File: config.mk
export PLATFORM = sky130hd
export DESIGN_NAME = pipeline_hazard_ctrl
export DESIGN_NICKNAME = d
export VERILOG_FILES = /design/src/rtl/pipeline_ctrl_pkg.sv /design/src/rtl/hazard_scoreboard.sv /design/src/rtl/pipeline_hazard_ctrl.sv
export SDC_FILE = /design/constraint.sdc
export NUM_CORES = 1
export LEC_CHECK = 0
export CAP_MARGIN = 20
export CORE_MARGIN = 4
export CORE_UTILIZATION = 51
export DETAILED_ROUTE_END_ITERATION = 7
export GPL_TIMING_DRIVEN = 0
export PLACE_DENSITY = 0.84
export SLEW_MARGIN = 20
export SYNTH_ARGS = -nofsm -noshare
export SYNTH_HDL_FRONTEND = slang
export SYNTH_SLANG_ARGS = --single-unit
File: constraint.sdc
create_clock -name Clk -period 6 [get_ports Clk]
set_clock_uncertainty 0.05 [all_clocks]
set_input_delay 0.9 -clock Clk [delete_from_list [all_inputs] [get_ports Clk]]
set_output_delay 0.9 -clock Clk [all_outputs]
set_load 0.02 [all_outputs]
File: src/rtl/pipeline_ctrl_pkg.sv
// Shared types for the pipeline hazard controller: mode encoding, forward codes
// and the scoreboard entry layout with its match helper.
package pipeline_ctrl_pkg;

    typedef enum logic [1:0] {
        RUN     = 2'd0,
        STALL   = 2'd1,
        MEMWAIT = 2'd2
    } ctrl_state_t;

    localparam logic [1:0] FWD_RF  = 2'd0;
    localparam logic [1:0] FWD_EXE = 2'd1;
    localparam logic [1:0] FWD_MEM = 2'd2;

    typedef struct packed {
        logic [4:0] wr;
        logic       wreg;
        logic       ld;
    } sb_entry_t;

    // $0 is hardwired to zero, so a write to it never creates a dependency.
    function automatic logic sb_match(input sb_entry_t e, input logic use_src,
                                      input logic [4:0] src);
        return use_src & e.wreg & (e.wr == src) & (e.wr != 5'd0);
    endfunction

endpackage

File: src/rtl/hazard_scoreboard.sv
// Shadow copy of the EXE/MEM destination fields plus operand match/forward logic.
// HAZ_FWD_EN selects forwarding; without it every in-flight match stalls.
module hazard_scoreboard
    import pipeline_ctrl_pkg::*;
(
    input  logic       clk,
    input  logic       rst_n,
    input  logic [4:0] id_rs,
    input  logic [4:0] id_rt,
    input  logic       id_use_rs,
    input  logic       id_use_rt,
    input  logic       id_wreg,
    input  logic       id_ld,
    input  logic [4:0] id_wr,
    input  logic       id_exe_en,
    input  logic       id_exe_flush,
    input  logic       exe_mem_en,
    output logic [1:0] fwd_a,
    output logic [1:0] fwd_b,
    output logic       hazard
);

    sb_entry_t exe_r;
    sb_entry_t mem_r;
    logic exe_a_s, exe_b_s, mem_a_s, mem_b_s;

    // Shadow registers follow the pipeline register enables; a flush inserts a bubble.
    always_ff @(posedge clk or negedge rst_n) begin
        if (!rst_n) begin
            exe_r <= '0;
            mem_r <= '0;
        end else begin
            if (id_exe_en) begin
                exe_r <= id_exe_flush ? sb_entry_t'(7'd0) : sb_entry_t'({id_wr, id_wreg, id_ld});
            end
            if (exe_mem_en) begin
                mem_r <= exe_r;
            end
        end
    end

    assign exe_a_s = sb_match(exe_r, id_use_rs, id_rs);
    assign exe_b_s = sb_match(exe_r, id_use_rt, id_rt);
    assign mem_a_s = sb_match(mem_r, id_use_rs, id_rs);
    assign mem_b_s = sb_match(mem_r, id_use_rt, id_rt);

`ifdef HAZ_FWD_EN
    // EXE wins over MEM; a load in EXE cannot forward yet and becomes a hazard.
    always_comb begin
        fwd_a = FWD_RF;
        fwd_b = FWD_RF;
        if (exe_a_s && !exe_r.ld) begin
            fwd_a = FWD_EXE;
        end else if (mem_a_s) begin
            fwd_a = FWD_MEM;
        end else begin
            fwd_a = FWD_RF;
        end
        if (exe_b_s && !exe_r.ld) begin
            fwd_b = FWD_EXE;
        end else if (mem_b_s) begin
            fwd_b = FWD_MEM;
        end else begin
            fwd_b = FWD_RF;
        end
        hazard = (exe_a_s | exe_b_s) & exe_r.ld;
    end
`else
    // No bypass network: wait until the producer reaches WB.
    always_comb begin
        fwd_a  = FWD_RF;
        fwd_b  = FWD_RF;
        hazard = exe_a_s | exe_b_s | mem_a_s | mem_b_s;
    end
`endif

endmodule

File: src/rtl/pipeline_hazard_ctrl.sv
// Pipeline hazard/sequencing controller: stage enables, flushes, forwarding and
// stall counting. Build option HAZ_FWD_EN enables operand forwarding.
module pipeline_hazard_ctrl
    import pipeline_ctrl_pkg::*;
#(
    parameter int CNT_W = 16
) (
    input  logic             Clk,
    input  logic             Clrn,
    input  logic [4:0]       ID_rs,
    input  logic [4:0]       ID_rt,
    input  logic             ID_Use_rs,
    input  logic             ID_Use_rt,
    input  logic             ID_Wreg,
    input  logic             ID_Reg2reg,
    input  logic [4:0]       ID_write_reg,
    input  logic             EXE_Taken,
    input  logic             Mem_req,
    input  logic             Mem_ready,
    output logic             PC_en,
    output logic             IF_ID_en,
    output logic             ID_EXE_en,
    output logic             EXE_MEM_en,
    output logic             MEM_WB_en,
    output logic             IF_ID_flush,
    output logic             ID_EXE_flush,
    output logic [1:0]       Fwd_A,
    output logic [1:0]       Fwd_B,
    output logic [CNT_W-1:0] Stall_cnt,
    output logic [1:0]       Ctrl_state
);

    localparam logic [CNT_W-1:0] CNT_MAX = {CNT_W{1'b1}};
    localparam logic [CNT_W-1:0] CNT_ONE = CNT_W'(1);

    ctrl_state_t      mode_s;
    logic             hazard_s;
    logic [CNT_W-1:0] cnt_r;

    hazard_scoreboard u_sb (
        .clk          (Clk),
        .rst_n        (Clrn),
        .id_rs        (ID_rs),
        .id_rt        (ID_rt),
        .id_use_rs    (ID_Use_rs),
        .id_use_rt    (ID_Use_rt),
        .id_wreg      (ID_Wreg),
        .id_ld        (ID_Reg2reg),
        .id_wr        (ID_write_reg),
        .id_exe_en    (ID_EXE_en),
        .id_exe_flush (ID_EXE_flush),
        .exe_mem_en   (EXE_MEM_en),
        .fwd_a        (Fwd_A),
        .fwd_b        (Fwd_B),
        .hazard       (hazard_s)
    );

    // Mode selection and stage controls; while Clrn is low everything reads as RUN.
    always_comb begin
        mode_s       = RUN;
        PC_en        = 1'b1;
        IF_ID_en     = 1'b1;
        ID_EXE_en    = 1'b1;
        EXE_MEM_en   = 1'b1;
        MEM_WB_en    = 1'b1;
        IF_ID_flush  = 1'b0;
        ID_EXE_flush = 1'b0;
        if (!Clrn) begin
            mode_s = RUN;
        end else if (Mem_req && !Mem_ready) begin
            // A pending branch stays frozen in EXE and is taken once the wait ends.
            mode_s     = MEMWAIT;
            PC_en      = 1'b0;
            IF_ID_en   = 1'b0;
            ID_EXE_en  = 1'b0;
            EXE_MEM_en = 1'b0;
            MEM_WB_en  = 1'b0;
        end else if (EXE_Taken) begin
            mode_s       = RUN;
            IF_ID_flush  = 1'b1;
            ID_EXE_flush = 1'b1;
        end else if (hazard_s) begin
            mode_s       = STALL;
            PC_en        = 1'b0;
            IF_ID_en     = 1'b0;
            ID_EXE_flush = 1'b1;
        end else begin
            mode_s = RUN;
        end
    end

    assign Ctrl_state = mode_s;
    assign Stall_cnt  = cnt_r;

    // Saturating count of STALL and MEMWAIT cycles.
    always_ff @(posedge Clk or negedge Clrn) begin
        if (!Clrn) begin
            cnt_r <= '0;
        end else if ((mode_s != RUN) && (cnt_r != CNT_MAX)) begin
            cnt_r <= cnt_r + CNT_ONE;
        end
    end

endmodule

==> impl_metrics.yaml, run 1 <==
finish:
  final_util_pct: 70.4
  drive_gt1_share_pct: 10.3
  area_delta_synth_final_pct: 30.4
  layout.nets: 270
  nFillCells: 255
  n_antenna_cell: 0
setup_path:
  endpoint_kind: "output pin"
  cpMaxStageDelayCell: "clkdlybuf4s50_1"
  crit_top_cell: "clkdlybuf4s50_1"
  required_ps: 5050
  critPathArrivalTime_ps: 3560
  crit_path_max_incr_delay_ps: 530
  critical_path_class: "input port to output pin"
  path_max_fanout: 10
  critical_path.startpoint_type: "input port"
  cp_cell_sequence: "clkdlybuf4s50_1 > xor2_1 > nor4_1 > a32oi_1 > o32ai_4 > buf_2 > a21oi_1 > buf_4 > clkdlybuf4s50_1"
grt:
  grt_pass1_wl_mm: 7.27
  grtUsageTotal_pct: 20.3
  antenna_found_initial: 0
  grt_max_degree: 32
  grt_overflow: 0
  grt_pass1_vias: 1608
floorplan:
  die_y_um: 67.9
  io_pins: 53
  die_width_um: 67.9
  core_area_um2: 3390
  die_area_um2: 4610
  initial_core_util_pct: 54.0
  row_count: 21
placed_design:
  io_buffers: 47
  preCtsSetupSlack_ps: 1500
  dp_hpwl_mm: 3.39
  gp_congestion: 0.820
status:
  status: "finished, final reports clean"
timing:
  tns_ps: 0
  final.setup.worst_slack_ps: 1490
  rsz0062_at_grt: "false"
  setup_viol: 0
  max_freq_ghz: 0.222
  hold_viol_final: 0
  worst_pin_slew_ps: 764
  finalMaxSlewViolations: 0
  relSlewSlack_pct: 48.6
  timing.final.crit_share_pct: 75.1
  finalCriticalPeriod_ps: 4510
logic_synthesis:
  syn_area_um2: 1830
  yosysSeqAreaShare_pct: 38.3
  synth-main-ff-cell: "dfrtp_1"
  synth_seq_cells: 28
  synthArstFlopShare_pct: 100
  syn_inst: 190
  synth_edf_count: 0
  synth_warnings: 0
  ys_types: 46
  syn_area_per_cell_um2: 9.63
route:
  antenna_violating_nets_post_route: 0
  wl_mm: 4.37
  via_count: 1596
  drt_iter0_drc: 82
  vias_per_cell: 5.52
  firstDrtPassIters: 4
  wl_per_cell_um: 15.1
  drc: 0
power:
  p_sw_uw: 155
  leakage_uw: 0.00104
  seqPwrFrac_pct: 51.6
  pwr-share-clk_pct: 16.4
  swShare_pct: 33.1
  ir_drop_uv: 177
  p_int_uw: 312
  combPwrFrac_pct: 32.0
  p_total_uw: 467
  power_density_nw_per_um2: 196
clock_network:
  clk-insertion-delay-late_ps: 320
  cts_sinks: 28
  post_cts_buffers: 0
  path_clk_slew_ps: 140
  cts_tree: "built"
  clockBufferDepth: 2
  cts_buffers: 3
  ctsHoldBuffers: 0
  htreeDepth: 1
  cts_resized: 0
  clock-root-buffer: "clkbuf_4"
min_path:
  hold_class: "flop to flop"
job:
  cap_violations: 0
## cells in the mapped netlist, types with 3 or more instances
master | n | area [um^2]
clkbuf_1 | 3 | 11.3
o31ai_1 | 3 | 22.5
buf_4 | 7 | 52.6
nor4_1 | 5 | 31.3
and2_1 | 3 | 18.8
a22o_1 | 6 | 52.6
a21oi_1 | 3 | 15.0
o2111ai_1 | 8 | 70.1
o21ai_0 | 5 | 25.0
inv_1 | 4 | 15.0
xor2_1 | 16 | 140
o211ai_1 | 5 | 37.5
or4_1 | 4 | 30.0
dfrtp_1 | 28 | 701
nand2_1 | 27 | 101
xnor2_1 | 11 | 96.3
and3_1 | 8 | 50.1
## registers in the layout, summed over array words and instances (netlist names)
signal,flops
Stall_cnt,16
u_sb.exe_r,6
u_sb.mem_r,6
## cell families (layout without fill, tap and decap cells)
group / Yosys count / in the layout / share of synthesized area, %
buffers and inverters: 19 / 69 / 5.88
xor gates and xnor gates: 27 / 27 / 12.9
other: 1 / 4 / 0.205
muxes: 4 / 4 / 2.46
AOI/OAI and AO/OA: 44 / 44 / 20.5
and+or+nand+nor: 66 / 66 / 19.1
DFF: 28 / 28 / 38.3
adders and majority gates: 1 / 1 / 0.684
## worst paths after layout
check | startpoint | endpoint | slack, ps | depth (start not counted)
worst max register to register | Stall_cnt[0] | Stall_cnt[10] | 3570 | 7
max in group asynchronous | Clrn | u_sb.mem_r[1] | 4930 | 1
worst min register to register | Stall_cnt[2] | Stall_cnt[2] | 480 | 1
min in group asynchronous | Clrn | Stall_cnt[7] | 540 | 1
worst min-delay path | Stall_cnt[2] | Stall_cnt[2] | 480 | 1
worst max-delay path | ID_rt[3] | PC_en | 1490 | 9
## placed cells by master (no fill, tap or decap), types with 2 or more instances in the layout
cell / synthesis / final
clkdlybuf4s50_1: 0 / 46
dfrtp_1: 28 / 28
nand2_1: 27 / 27
xor2_1: 16 / 16
xnor2_1: 11 / 11
and3_1: 8 / 8
o2111ai_1: 8 / 8
buf_4: 7 / 7
a22o_1: 6 / 6
nor4_1: 5 / 5
o21ai_0: 5 / 5
o211ai_1: 5 / 5
or4_1: 4 / 4
inv_1: 4 / 4
conb_1: 1 / 4
and2_1: 3 / 3
clkbuf_1: 3 / 3
buf_2: 2 / 3
a21oi_1: 3 / 3
o31ai_1: 3 / 3
clkbuf_4: 0 / 3
o21ai_2: 2 / 2
a32oi_1: 2 / 2
nand2b_1: 2 / 2
buf_1: 2 / 2
o211a_1: 2 / 2
or2_2: 2 / 2
nand3_1: 2 / 2
and4_1: 2 / 2
nor3_1: 2 / 2
mux2_1: 2 / 2
nand4_1: 2 / 2
nor2_1: 2 / 2
or3_1: 2 / 2
mux2_2: 2 / 2
## layer usage
layer | track usage (%) | part of all wire [%] | vias to the layer above
met3 | 2.63 | 4.3 | 4
met4 | 3.47 | 0.53 | 0
met5 | 0 | 0 | -
met1 | 29.9 | 49 | 750
li1 | - | - | 795
met2 | 32.4 | 47 | 47
## power groups by stage
stage	clock network, uW	logic, uW	registers, uW
after floorplan	0	64.3	257
after global placement	0	148	243
after detailed placement	0	151	244
after CTS	78.1	152	241
after global routing	84.3	163	245
final	76.6	150	241
## critical path, delay by kind of cell
kind / cells / cell delay (ps)
xor gates and xnor gates: 1 / 160
buffers and inverters: 4 / 1450
AOI/OAI and AO/OA: 3 / 710
and+or+nand+nor: 1 / 330
## per-stage QoR
stage | cells | area [um^2] | hold slack, ps
global route | 289 | 2390 | 498
CTS | 289 | 2390 | 480
finish | 289 | 2390 | 479
floorplan | 193 | 1840 | 408
detailed placement | 286 | 2360 | 460
global placement | 286 | 2370 | 432
## final cells by class
class / instances / area, um^2 / share of cell area [%]
multi-input combinational: 146 / 1030 / 43.3
sequential: 28 / 701 / 29.4
timing repair buffer: 47 / 465 / 19.5
buffer: 15 / 92.6 / 3.88
tap: 46 / 57.6 / 2.41
clock buffer: 3 / 22.5 / 0.944
inverter: 4 / 15.0 / 0.629
(Power assumes the default switching activity.)
==> run 2, diff against run 1 <==
- CORE_UTILIZATION: 51 -> 48
- PLACE_DENSITY: 0.84 -> 0.8
- clock period: 6 -> 4.4 ns (I/O delays scaled with it)
==> run 2 against run 1 <==
Setup slack got worse by 1100 ps. Combinational power rose by 35%. First-iteration DRC count rose by 27%. Flip-flop and latch count did not move. Cell area rose by 0.89%. Die area rose by 5.5%. Final cell count rose by 0.69%. Highest routed layer unchanged.
==> impl_metrics.yaml, run 2 (same netlist as run 1, synthesis figures left out) <==
grt:
  grt_pass1_wl_mm: 7.53
  grt_pass1_vias: 1633
  grt_max_degree: 32
  grt_overflow: 0
  grtUsageTotal_pct: 18.6
  antenna_found_initial: 0
setup_path:
  endpoint_kind: "output pin"
  required_ps: 3690
  crit_path_start: "ID_rt[4]"
  critical_path_class: "input port to output pin"
  endpoint: "PC_en"
  path_max_fanout: 10
  critical_path.startpoint_type: "input port"
  worst_r2r_endpoint: "Stall_cnt[10]"
  worst-r2r-cell-count: 7
  critPathArrivalTime_ps: 3260
  rrSetupSlack_ps: 2030
  regToRegStartpoint: "Stall_cnt[0]"
clock_network:
  cts_sinks: 28
  clock-root-buffer: "clkbuf_8"
  path_clk_slew_ps: 90
  cts_buffers: 3
  cts_resized: 0
  ctsHoldBuffers: 0
  htreeDepth: 1
  cts_tree: "built"
  clk-insertion-delay-late_ps: 270
  clockBufferDepth: 2
  post_cts_buffers: 0
power:
  seqPwrFrac_pct: 49.0
  p_int_uw: 455
  p_total_uw: 669
  p_sw_uw: 214
  leakage_uw: 0.00105
  power_density_nw_per_um2: 278
  pwr-share-clk_pct: 20.6
  swShare_pct: 32.0
  combPwrFrac_pct: 30.3
  ir_drop_uv: 269
finish:
  drive_gt1_share_pct: 10.3
  layout.nets: 270
  layout_common_cells: "46 x clkdlybuf4s50_1, 28 x dfrtp_1, 27 x nand2_1"
  largest_reg_flops: 16
  area_delta_synth_final_pct: 31.6
  final_util_pct: 65.8
  nFillCells: 299
  seq_area_um2: 701
  multi_input_area_um2: 1030
  final_common_cell: "clkdlybuf4s50_1"
  n_antenna_cell: 0
route:
  firstDrtPassIters: 4
  vias_per_cell: 5.61
  wl_per_cell_um: 14.8
  wl_mm: 4.30
  drt_iter0_drc: 104
  via_count: 1633
  antenna_violating_nets_post_route: 0
  drc: 0
timing:
  hold_viol_final: 0
  timing.final.crit_share_pct: 90.1
  worst_pin_slew_ps: 723
  finalMaxSlewViolations: 0
  setup_viol: 0
  relSlewSlack_pct: 51.4
  rsz0062_at_grt: "false"
  finalCriticalPeriod_ps: 3970
  max_freq_ghz: 0.252
placed_design:
  dp_hpwl_mm: 3.22
  gp_congestion: 0.823
  io_buffers: 47
min_path:
  hold_class: "input port to async pin"
floorplan:
  die_area_um2: 4860
  core_area_um2: 3660
  initial_core_util_pct: 50.0
  die_y_um: 69.7
  io_pins: 53
  die_width_um: 69.7
  row_count: 22
status:
  status: "finished, final reports clean"
job:
  cap_violations: 0
==> run 2: cell counts in the layout (fill, tap and decap cells not counted) <==
Identical to the previous run, type by type.
==> run 2: area by class of cell <==
class / count / area share (%)
Timing Repair Buffer: 47 / 19.3
Tap cell: 48 / 2.49
Sequential cell: 28 / 29.1
Clock buffer: 3 / 1.72
Multi-Input combinational cell: 146 / 42.9
Inverter: 4 / 0.624
Buffer: 15 / 3.85
==> run 2: how the worst min path moves through the flow <==
stage                  start  slack, ps             to
3_3_place_gp   u_sb.mem_r[1]        420  u_sb.mem_r[1]
2_1_floorplan           Clrn        310   Stall_cnt[0]
3_5_place_dp   u_sb.mem_r[1]        430  u_sb.mem_r[1]
5_1_grt                 Clrn        410   Stall_cnt[8]
4_1_cts                 Clrn        380   Stall_cnt[9]
6_report                Clrn        360   Stall_cnt[8]
==> run 2: critical path, cell delays in order <==
cell	delay (ps)
clkdlybuf4s50_1	510
xor2_1	170
nor4_1	70
a32oi_1	420
o32ai_4	150
buf_2	230
a21oi_1	280
buf_4	160
clkdlybuf4s50_1	590
==> run 2: power by group through the flow <==
stage	Clock, uW	Sequential, uW	Combinational (uW)
3_3_place_gp	0	332	202
2_1_floorplan	0	350	87.6
6_report	138	328	203
3_5_place_dp	0	332	203
4_1_cts	141	328	205
5_1_grt	149	334	223
==> run 2: through the flow <==
| step | worst slack (ps) | setup TNS, ps | hold slack (ps) | area [um^2] | instances |
|---|---|---|---|---|---|
| after floorplan | 1500 | 0 | 314 | 1840 | 193 |
| after global placement | -143 | -280 | 424 | 2370 | 288 |
| after detailed placement | 442 | 0 | 428 | 2370 | 288 |
| after CTS | 420 | 0 | 384 | 2410 | 291 |
| after global routing | 264 | 0 | 413 | 2410 | 291 |
| final | 435 | 0 | 358 | 2410 | 291 |
==> run 2: routing by layer <==
layer	global-route usage, %	part of all wire (%)
met3	3.62	5.8
met4	5.53	1.1
met5	0	0
met1	28.4	50
met2	26.3	43
